<file path="src/rtl/psw_flag_unit.sv">
// NZVC status register with a LIFO PSW save stack for interrupt entry/return.
// Define PSW_COND_EN to add the branch-condition decode (cond/cond_true).
module psw_flag_unit #(
    parameter int W     = 16,
    parameter int DEPTH = 4,
    parameter int SPW   = 3
) (
    input  logic           clk,
    input  logic           rst,
    input  logic           upd,
    input  logic [2:0]     op_class,
    input  logic [W-1:0]   res,
    input  logic [W-1:0]   res_hi,
    input  logic           shf_cf,
    input  logic           alu_c,
    input  logic           alu_v,
    input  logic           push,
    input  logic           pop,
    output logic [3:0]     flags,
    output logic [SPW-1:0] sp,
    output logic           empty,
    output logic           full,
    output logic           err
`ifdef PSW_COND_EN
    ,
    input  logic [3:0]     cond,
    output logic           cond_true
`endif
);

    localparam logic [2:0] OP_NONE  = 3'b000;
    localparam logic [2:0] OP_CLR   = 3'b001;
    localparam logic [2:0] OP_LOGIC = 3'b010;
    localparam logic [2:0] OP_ARITH = 3'b011;
    localparam logic [2:0] OP_SHIFT = 3'b100;
    localparam logic [2:0] OP_ASL   = 3'b101;
    localparam logic [2:0] OP_MUL   = 3'b110;
    localparam logic [2:0] OP_LOAD  = 3'b111;

    localparam logic [SPW-1:0] SP_FULL = SPW'(DEPTH);

    logic [3:0]     flags_q, flags_d;
    logic [SPW-1:0] sp_q, sp_d;
    logic           err_q, err_d;
    logic [3:0]     stk_q [DEPTH];
    logic [3:0]     top;
    logic           do_push, do_pop;
    logic           n, z, v, c;
    logic           res_zero;

    assign empty    = (sp_q == '0);
    assign full     = (sp_q == SP_FULL);
    assign do_push  = push & ~pop & ~full;
    assign do_pop   = pop & ~push & ~empty;
    assign err_d    = (push & pop) | (push & full) | (pop & empty);
    assign res_zero = (res == '0);

    always_comb begin
        top = '0;
        for (int i = 0; i < DEPTH; i++) begin
            if (sp_q == SPW'(i + 1)) top = stk_q[i];
        end
    end

    always_comb begin
        {n, z, v, c} = flags_q;
        if (upd) begin
            case (op_class)
                OP_NONE: ;
                OP_CLR: begin
                    n = 1'b0;
                    z = 1'b1;
                    c = 1'b0;
                end
                OP_LOGIC: begin
                    n = res[W-1];
                    z = res_zero;
                    v = 1'b0;
                end
                OP_ARITH: begin
                    n = res[W-1];
                    z = res_zero;
                    v = alu_v;
                    c = alu_c;
                end
                OP_SHIFT: begin
                    n = res[W-1];
                    z = res_zero;
                    v = 1'b0;
                    c = shf_cf;
                end
                OP_ASL: begin
                    n = res[W-1];
                    z = res_zero;
                    v = res[W-1] ^ res[W-2];
                    c = shf_cf;
                end
                OP_MUL: begin
                    n = res_hi[W-1];
                    z = res_zero & (res_hi == '0);
                end
                OP_LOAD: {n, z, v, c} = res[3:0];
                default: ;
            endcase
        end
        // A successful pop restores the whole PSW, winning over any update.
        flags_d = do_pop ? top : {n, z, v, c};
    end

    always_comb begin
        sp_d = sp_q;
        if (do_push) sp_d = sp_q + 1'b1;
        else if (do_pop) sp_d = sp_q - 1'b1;
    end

    always_ff @(posedge clk or posedge rst) begin
        if (rst) begin
            flags_q <= '0;
            sp_q    <= '0;
            err_q   <= 1'b0;
        end else begin
            flags_q <= flags_d;
            sp_q    <= sp_d;
            err_q   <= err_d;
        end
    end

    always_ff @(posedge clk) begin
        for (int i = 0; i < DEPTH; i++) begin
            if (do_push && sp_q == SPW'(i)) stk_q[i] <= flags_q;
        end
    end

    assign flags = flags_q;
    assign sp    = sp_q;
    assign err   = err_q;

`ifdef PSW_COND_EN
    logic fn, fz, fv, fc;
    assign {fn, fz, fv, fc} = flags_q;

    always_comb begin
        cond_true = 1'b0;
        case (cond)
            4'd0:  cond_true = 1'b1;
            4'd1:  cond_true = fz;
            4'd2:  cond_true = ~fz;
            4'd3:  cond_true = fc;
            4'd4:  cond_true = ~fc;
            4'd5:  cond_true = fn;
            4'd6:  cond_true = ~fn;
            4'd7:  cond_true = fv;
            4'd8:  cond_true = ~fv;
            4'd9:  cond_true = fc & ~fz;
            4'd10: cond_true = ~fc | fz;
            4'd11: cond_true = (fn == fv);
            4'd12: cond_true = (fn != fv);
            4'd13: cond_true = ~fz & (fn == fv);
            4'd14: cond_true = fz | (fn != fv);
            default: cond_true = 1'b0;
        endcase
    end
`endif

endmodule

</file>
<file path="config.mk">
export PLATFORM = sky130hd
export DESIGN_NAME = psw_flag_unit
export DESIGN_NICKNAME = d
export VERILOG_FILES = /design/src/rtl/psw_flag_unit.sv
export SDC_FILE = /design/constraint.sdc
export NUM_CORES = 1
export LEC_CHECK = 0
export CAP_MARGIN = 20
export CORE_MARGIN = 1.5
export CORE_UTILIZATION = 47
export CTS_CLUSTER_DIAMETER = 60
export DETAILED_ROUTE_END_ITERATION = 8
export PLACE_DENSITY = 0.84
export RECOVER_POWER = 100
export SYNTH_ARGS = -nofsm -noshare
export SYNTH_HDL_FRONTEND = slang
export SYNTH_SLANG_ARGS = --single-unit
</file>
<file path="constraint.sdc">
create_clock -name clk -period 4.1 [get_ports clk]
set_input_delay 0.615 -clock clk [delete_from_list [all_inputs] [get_ports clk]]
set_output_delay 0.615 -clock clk [all_outputs]
set_load 0.01 [all_outputs]
</file>
==> results of run 1 <==
[final cells by class]
class,count,share of cell area
Tap cell,31,0.01971
Inverter,10,0.01907
Clock inverter,1,0.001907
Sequential cell,24,0.3458
Timing Repair Buffer,52,0.2645
Multi-Input combinational cell,98,0.3376
Clock buffer,3,0.01144
[state kept, by name, summed over array words and instances, names as in the netlist]
register / count
err: 1
stk_q: 16
sp: 3
flags: 4
[worst max-delay path by stage]
stage                                        to         startpoint  slack [ns]
after floorplan            flags[0]$_DFFE_PP0P_        op_class[2]        2.37
after global routing                       full  sp[1]$_DFFE_PP0P_        1.06
after global placement    stk_q[1][2]$_DFFE_PP_               push        1.78
final                                      full  sp[1]$_DFFE_PP0P_        1.20
after detailed placement  stk_q[2][1]$_DFFE_PP_               push        1.67
after CTS                                 empty  sp[1]$_DFFE_PP0P_        1.39
[layer usage]
layer | GRT usage | up-vias | share of wire
li1 | - | 616 | -
met1 | 0.2589 | 622 | 0.41
met2 | 0.3933 | 58 | 0.51
met3 | 0.03297 | 4 | 0.060
met4 | 0.08970 | 0 | 0.013
met5 | 0 | - | 0
[power by group through the flow]
stage               combinational (mW)  clock, mW  sequential, mW
floorplan                        0.268          0           0.390
global placement                 0.447          0           0.399
detailed placement               0.462          0           0.403
CTS                              0.467      0.103           0.398
global route                     0.483      0.110           0.403
finish                           0.438      0.101           0.395
[worst max-delay path, cell delays in order, from the launching register on]
cell	delay, ns
dfrtp_1	0.47
inv_1	0.17
ha_1	0.30
nand2_1	0.22
inv_1	0.19
dlygate4sd3_1	0.62
[cells in the final DEF, fill, tap and decap left out, types with 4 or more instances in the layout]
| cell | Yosys | routed |
|---|---|---|
| o21ai_0 | 6 | 7 |
| nand2_1 | 17 | 18 |
| dfrtp_1 | 8 | 8 |
| inv_1 | 8 | 9 |
| nor4_1 | 5 | 5 |
| dlygate4sd3_1 | 0 | 12 |
| ha_1 | 7 | 7 |
| nand3b_1 | 4 | 4 |
| edfxtp_1 | 16 | 16 |
| a21oi_1 | 6 | 6 |
| clkdlybuf4s50_1 | 0 | 40 |
| o22ai_1 | 4 | 4 |
| nor2_1 | 5 | 6 |
[metrics by stage]
stage | hold WS, ns | std cells | setup slack [ns]
final | 0.5837 | 219 | 1.198
after global routing | 0.6232 | 219 | 1.059
after CTS | 0.5578 | 219 | 1.391
after detailed placement | 0.5564 | 215 | 1.672
after global placement | 0.5425 | 215 | 1.783
after floorplan | 0.4307 | 137 | 2.371
[kinds of logic after synthesis]
| logic type | Yosys count | share of synthesized area |
|---|---|---|
| adders and majority gates | 7 | 0.06076 |
| DFF | 24 | 0.4722 |
| xor gates and xnor gates | 3 | 0.01823 |
| AOI/OAI and AO/OA | 34 | 0.1649 |
| buffers and inverters | 15 | 0.05121 |
| and+or+nand+nor | 49 | 0.1936 |
| muxes | 5 | 0.03906 |
[synth_stat cells (3+ instances only)]
master	n
o31ai_1	3
o22ai_1	4
nand3b_1	4
nand2b_1	3
nand2_1	17
edfxtp_1	16
ha_1	7
xnor2_1	3
nor2_1	5
nor4_1	5
mux2i_1	3
inv_1	8
dfrtp_1	8
a21oi_1	6
o21ai_0	6
==> impl_metrics.py, run 1 <==
metrics = {
    "min_path": {
        "min_from": "flags[3]$_DFFE_PP0P_",
        "min_path_cells": 0,
        "min_to": "stk_q[1][3]$_DFFE_PP_",
        "worstHoldPathType": "reg -> reg",
    },
    "worst_setup_path": {
        "r2r_start": "sp[1]$_DFFE_PP0P_",
        "crit_fanout": 9,
        "r2r_end": "flags[2]$_DFFE_PP0P_",
        "end_kind": "output pin",
        "r2r_setup_slack_ns": 1.97,
        "required_ns": 3.48,
        "r2r_cells": 7,
        "worst_setup_path_start_kind": "flop",
        "worstSetupPathType": "reg -> out",
        "cp_data_arrival_time_ns": 2.29,
    },
    "placement": {
        "gp_congestion": 0.8278,
        "dp_hpwl_um": 2840,
        "portBuffers": 52,
        "placed_area_um2": 1964,
    },
    "power_and_ir_drop": {
        "internal_power_uw": 576.3,
        "power_frac_comb": 0.469,
        "p_clk_frac": 0.108,
        "p_leak_nw": 0.7632,
        "netSwitchingFraction": 0.3829,
        "power_density_nw_per_um2": 474.5,
        "p_seq_frac": 0.423,
        "peakVddDrop_mv": 0.1631,
        "p_total_uw": 933.9,
        "netSwitchingPower_uw": 357.6,
    },
    "grt": {
        "grt_max_degree": 14,
        "grt_pass1_wl_um": 5630,
        "grt_pass1_vias": 1295,
        "grt_antenna_before_repair": 0,
        "grt_usage": 0.2186,
        "gr-total-overflow": 0,
    },
    "clock_network": {
        "cts_tree": "done",
        "hold_buffers": 0,
        "clk_latency_ns": 0.31,
        "cts_setup_buffers": 0,
        "cts_root_buffer": "clkbuf_4",
        "numCtsBuffers": 3,
        "numClockSinks": 24,
        "htree_levels": 1,
        "clk_pin_slew_ns": 0.13,
        "clk_path_buf_depth": 2,
        "cts_resized": 0,
    },
    "routing": {
        "drc_errors": 0,
        "first_iter_violations": 47,
        "wl_per_cell_um": 15.79,
        "drt_pass1_iterations": 4,
        "vias_per_cell": 5.936,
        "ant_nets": 0,
        "wl_um": 3457,
        "vias": 1300,
    },
    "die": {
        "start_util": 0.5095,
        "num_rows": 19,
        "die_y_um": 58.38,
        "dieArea_um2": 3408,
        "die_w_um": 58.38,
        "ios": 53,
        "core_area_um2": 2829,
    },
    "final_layout": {
        "area_growth_pct": 36.55,
        "final_area_um2": 1968,
        "fill_cells": 231,
        "regArea_um2": 680.7,
        "fin_nets": 239,
        "utilization": 0.6957,
        "multiInputGateArea_um2": 664.4,
        "drive_gt1_frac": 0.03723,
        "diodes": 0,
    },
    "yosys": {
        "async_flop_share": 0.3333,
        "syn_area_per_cell_um2": 10.52,
        "yosysTopAreaCell": "edfxtp_1",
        "synthTopCellsByArea": "edfxtp_1 (33%), dfrtp_1 (14%), ha_1 (6.1%), nand2_1 (4.4%), nor4_1 (2.2%)",
        "seq_area_frac_synth": 0.4722,
        "synth_cell_types": 45,
        "synth.top_cell.area_share": 0.3333,
        "yosys_warnings": 0,
        "synth-seq-cells": 24,
        "syn_area_um2": 1441,
        "synthCells": 137,
        "ys.flop_type": "edfxtp_1",
        "synth_nets": 187,
        "synth-edff-count": 16,
    },
    "job": {
        "drv_cap": 0,
    },
    "timing": {
        "final-hold-violation-count": 0,
        "slew_viol_final": 0,
        "tns_ns": 0,
        "rsz0062_at_grt": "no",
        "fin_worst_skew_ns": 0.01162,
        "period_needed_ns": 2.902,
        "slew_headroom": 0.6151,
        "period_share": 0.7077,
        "setup_viol": 0,
        "tightestPinTransition_ns": 0.5752,
        "max_freq_mhz": 344.6,
    },
    "status": {
        "status": "finished clean",
    },
}
(Power assumes the default switching activity.)
==> run 2, diff against run 1 <==
CORE_UTILIZATION = 44   (was 47)
PLACE_DENSITY = 0.79   (was 0.84)
clock period = 2.7 ns   (was 4.1 ns; I/O delays follow)
==> run 2 against run 1 <==
Net effect:
- sequential power rose by 52%
- power grew 53%
- global-route usage is 0.20 points lower
- critical path depth stayed put
- non-clock buffer count is the same
- largest power group unchanged
==> impl_metrics.py, run 2 (synthesis gave the netlist of run 1 again) <==
metrics = {
    "worst_setup_path": {
        "r2r_start": "sp[1]$_DFFE_PP0P_",
        "required_ns": 2.30,
        "worstSetupPathType": "reg -> out",
        "crit_start": "sp[0]$_DFFE_PP0P_",
        "worst_setup_path_start_kind": "flop",
        "cp_top_family": "buffers and inverters",
        "critical_path.endpoint": "empty",
        "cp_num_buf_inv": 3,
        "cp_num_cells": 5,
        "r2r_end": "flags[3]$_DFFE_PP0P_",
        "slowest_delay_ns": 0.62,
        "cpMaxStageDelayCell": "dlygate4sd3_1",
        "crit_fanout": 6,
        "end_kind": "output pin",
        "cp_common_cell": "inv_1",
        "path_cells": "inv_1, ha_1, nand2b_1, inv_1, dlygate4sd3_1",
        "r2r_setup_slack_ns": 0.57,
        "cp_data_arrival_time_ns": 2.14,
        "r2r_cells": 7,
    },
    "power_and_ir_drop": {
        "power_density_nw_per_um2": 719.4,
        "p_total_mw": 1.429,
        "p_leak_nw": 0.7606,
        "peakVddDrop_mv": 0.3731,
    },
    "grt": {
        "grt_pass1_wl_um": 5768,
        "grt_usage": 0.2166,
        "grt_pass1_vias": 1263,
        "grt_max_degree": 14,
        "gr-total-overflow": 0,
        "grt_antenna_before_repair": 0,
    },
    "timing": {
        "slew_headroom": 0.5798,
        "fin_worst_skew_ns": 0.005127,
        "period_needed_ns": 2.548,
        "rsz0062_at_grt": "no",
        "tightestPinTransition_ns": 0.6280,
        "period_share": 0.9437,
        "slew_viol_final": 0,
        "max_freq_mhz": 392.5,
        "tns_ns": 0,
        "timing.hold.ws_ns": 0.4761,
        "setup_viol": 0,
        "final-hold-violation-count": 0,
    },
    "min_path": {
        "worstHoldPathType": "in -> async",
    },
    "final_layout": {
        "fill_cells": 262,
        "multiInputGateArea_um2": 666.9,
        "utilization": 0.6455,
        "final_area_um2": 1987,
        "largest-register": "stk_q",
        "largest_register_ffs": 16,
        "final_common_cell": "clkdlybuf4s50_1",
        "regArea_um2": 680.7,
        "final_cell_mix": "clkdlybuf4s50_1 (41), nand2_1 (17), edfxtp_1 (16)",
        "drive_gt1_frac": 0.04255,
        "diodes": 0,
        "area_growth_pct": 37.85,
        "fin_nets": 239,
    },
    "routing": {
        "drc_errors": 0,
        "wl_um": 3528,
        "drt_pass1_iterations": 4,
        "wl_per_cell_um": 15.21,
        "vias": 1274,
        "ant_nets": 0,
        "first_iter_violations": 44,
        "vias_per_cell": 5.491,
    },
    "die": {
        "core_area_um2": 3078,
        "die_y_um": 60.24,
        "ios": 53,
        "dieArea_um2": 3628,
        "num_rows": 20,
        "die_w_um": 60.24,
        "start_util": 0.4683,
    },
    "placement": {
        "gp_congestion": 0.8524,
        "portBuffers": 52,
        "placed_area_um2": 1981,
        "dp_hpwl_um": 2902,
    },
    "clock_network": {
        "clk_path_buf_depth": 2,
        "cts_tree": "done",
        "cts_setup_buffers": 0,
        "clk_pin_slew_ns": 0.13,
        "numClockSinks": 24,
        "cts_resized": 0,
        "cts_root_buffer": "clkbuf_4",
        "hold_buffers": 0,
        "clk_latency_ns": 0.31,
        "htree_levels": 1,
        "numCtsBuffers": 3,
    },
    "job": {
        "drv_cap": 0,
    },
    "status": {
        "status": "finished clean",
    },
}
run 2: worst min-delay path by stage:
stage	to	slack [ns]	cells after the start	from
floorplan	err$_DFF_PP0_	0.22	1	rst
global placement	stk_q[3][3]$_DFFE_PP_	0.56	0	flags[3]$_DFFE_PP0P_
detailed placement	flags[1]$_DFFE_PP0P_	0.56	2	stk_q[3][1]$_DFFE_PP_
CTS	err$_DFF_PP0_	0.35	2	rst
global route	err$_DFF_PP0_	0.52	2	rst
finish	err$_DFF_PP0_	0.48	2	rst
run 2: through the flow:
stage,worst slack (ns),instances
floorplan,1.051,137
global placement,0.5877,228
detailed placement,0.4675,228
CTS,0.2248,232
global route,0.07092,232
finish,0.1519,232
run 2: final cells by class:
type                       count  share of cell area
clock buffer                   3             0.01133
clock inverter                 1            0.001889
inverter                      10             0.01889
multi-input combinational     98              0.3356
sequential                    24              0.3426
tap                           44             0.02771
timing repair buffer          52              0.2620
run 2: metal layers:
| layer | global-route usage | share of wire |
|---|---|---|
| met1 | 0.2623 | 0.40 |
| met2 | 0.3913 | 0.53 |
| met3 | 0.02381 | 0.057 |
| met4 | 0.07937 | 0.0099 |
| met5 | 0 | 0 |
run 2: worst reg2reg max path: stages, from the launching register on:
cell      delay, ns
dfrtp_1        0.45
inv_1          0.13
ha_1           0.28
nand2b_1       0.20
inv_1          0.10
nor2_1         0.51
o221ai_1       0.27
o21ai_1        0.14
run 2: where the power goes:
group / internal, mW / switching (mW) / total [mW]
clock: 0.0539 / 0.102 / 0.155
combinational: 0.322 / 0.352 / 0.674
sequential: 0.503 / 0.0971 / 0.600
total: 0.878 / 0.551 / 1.43
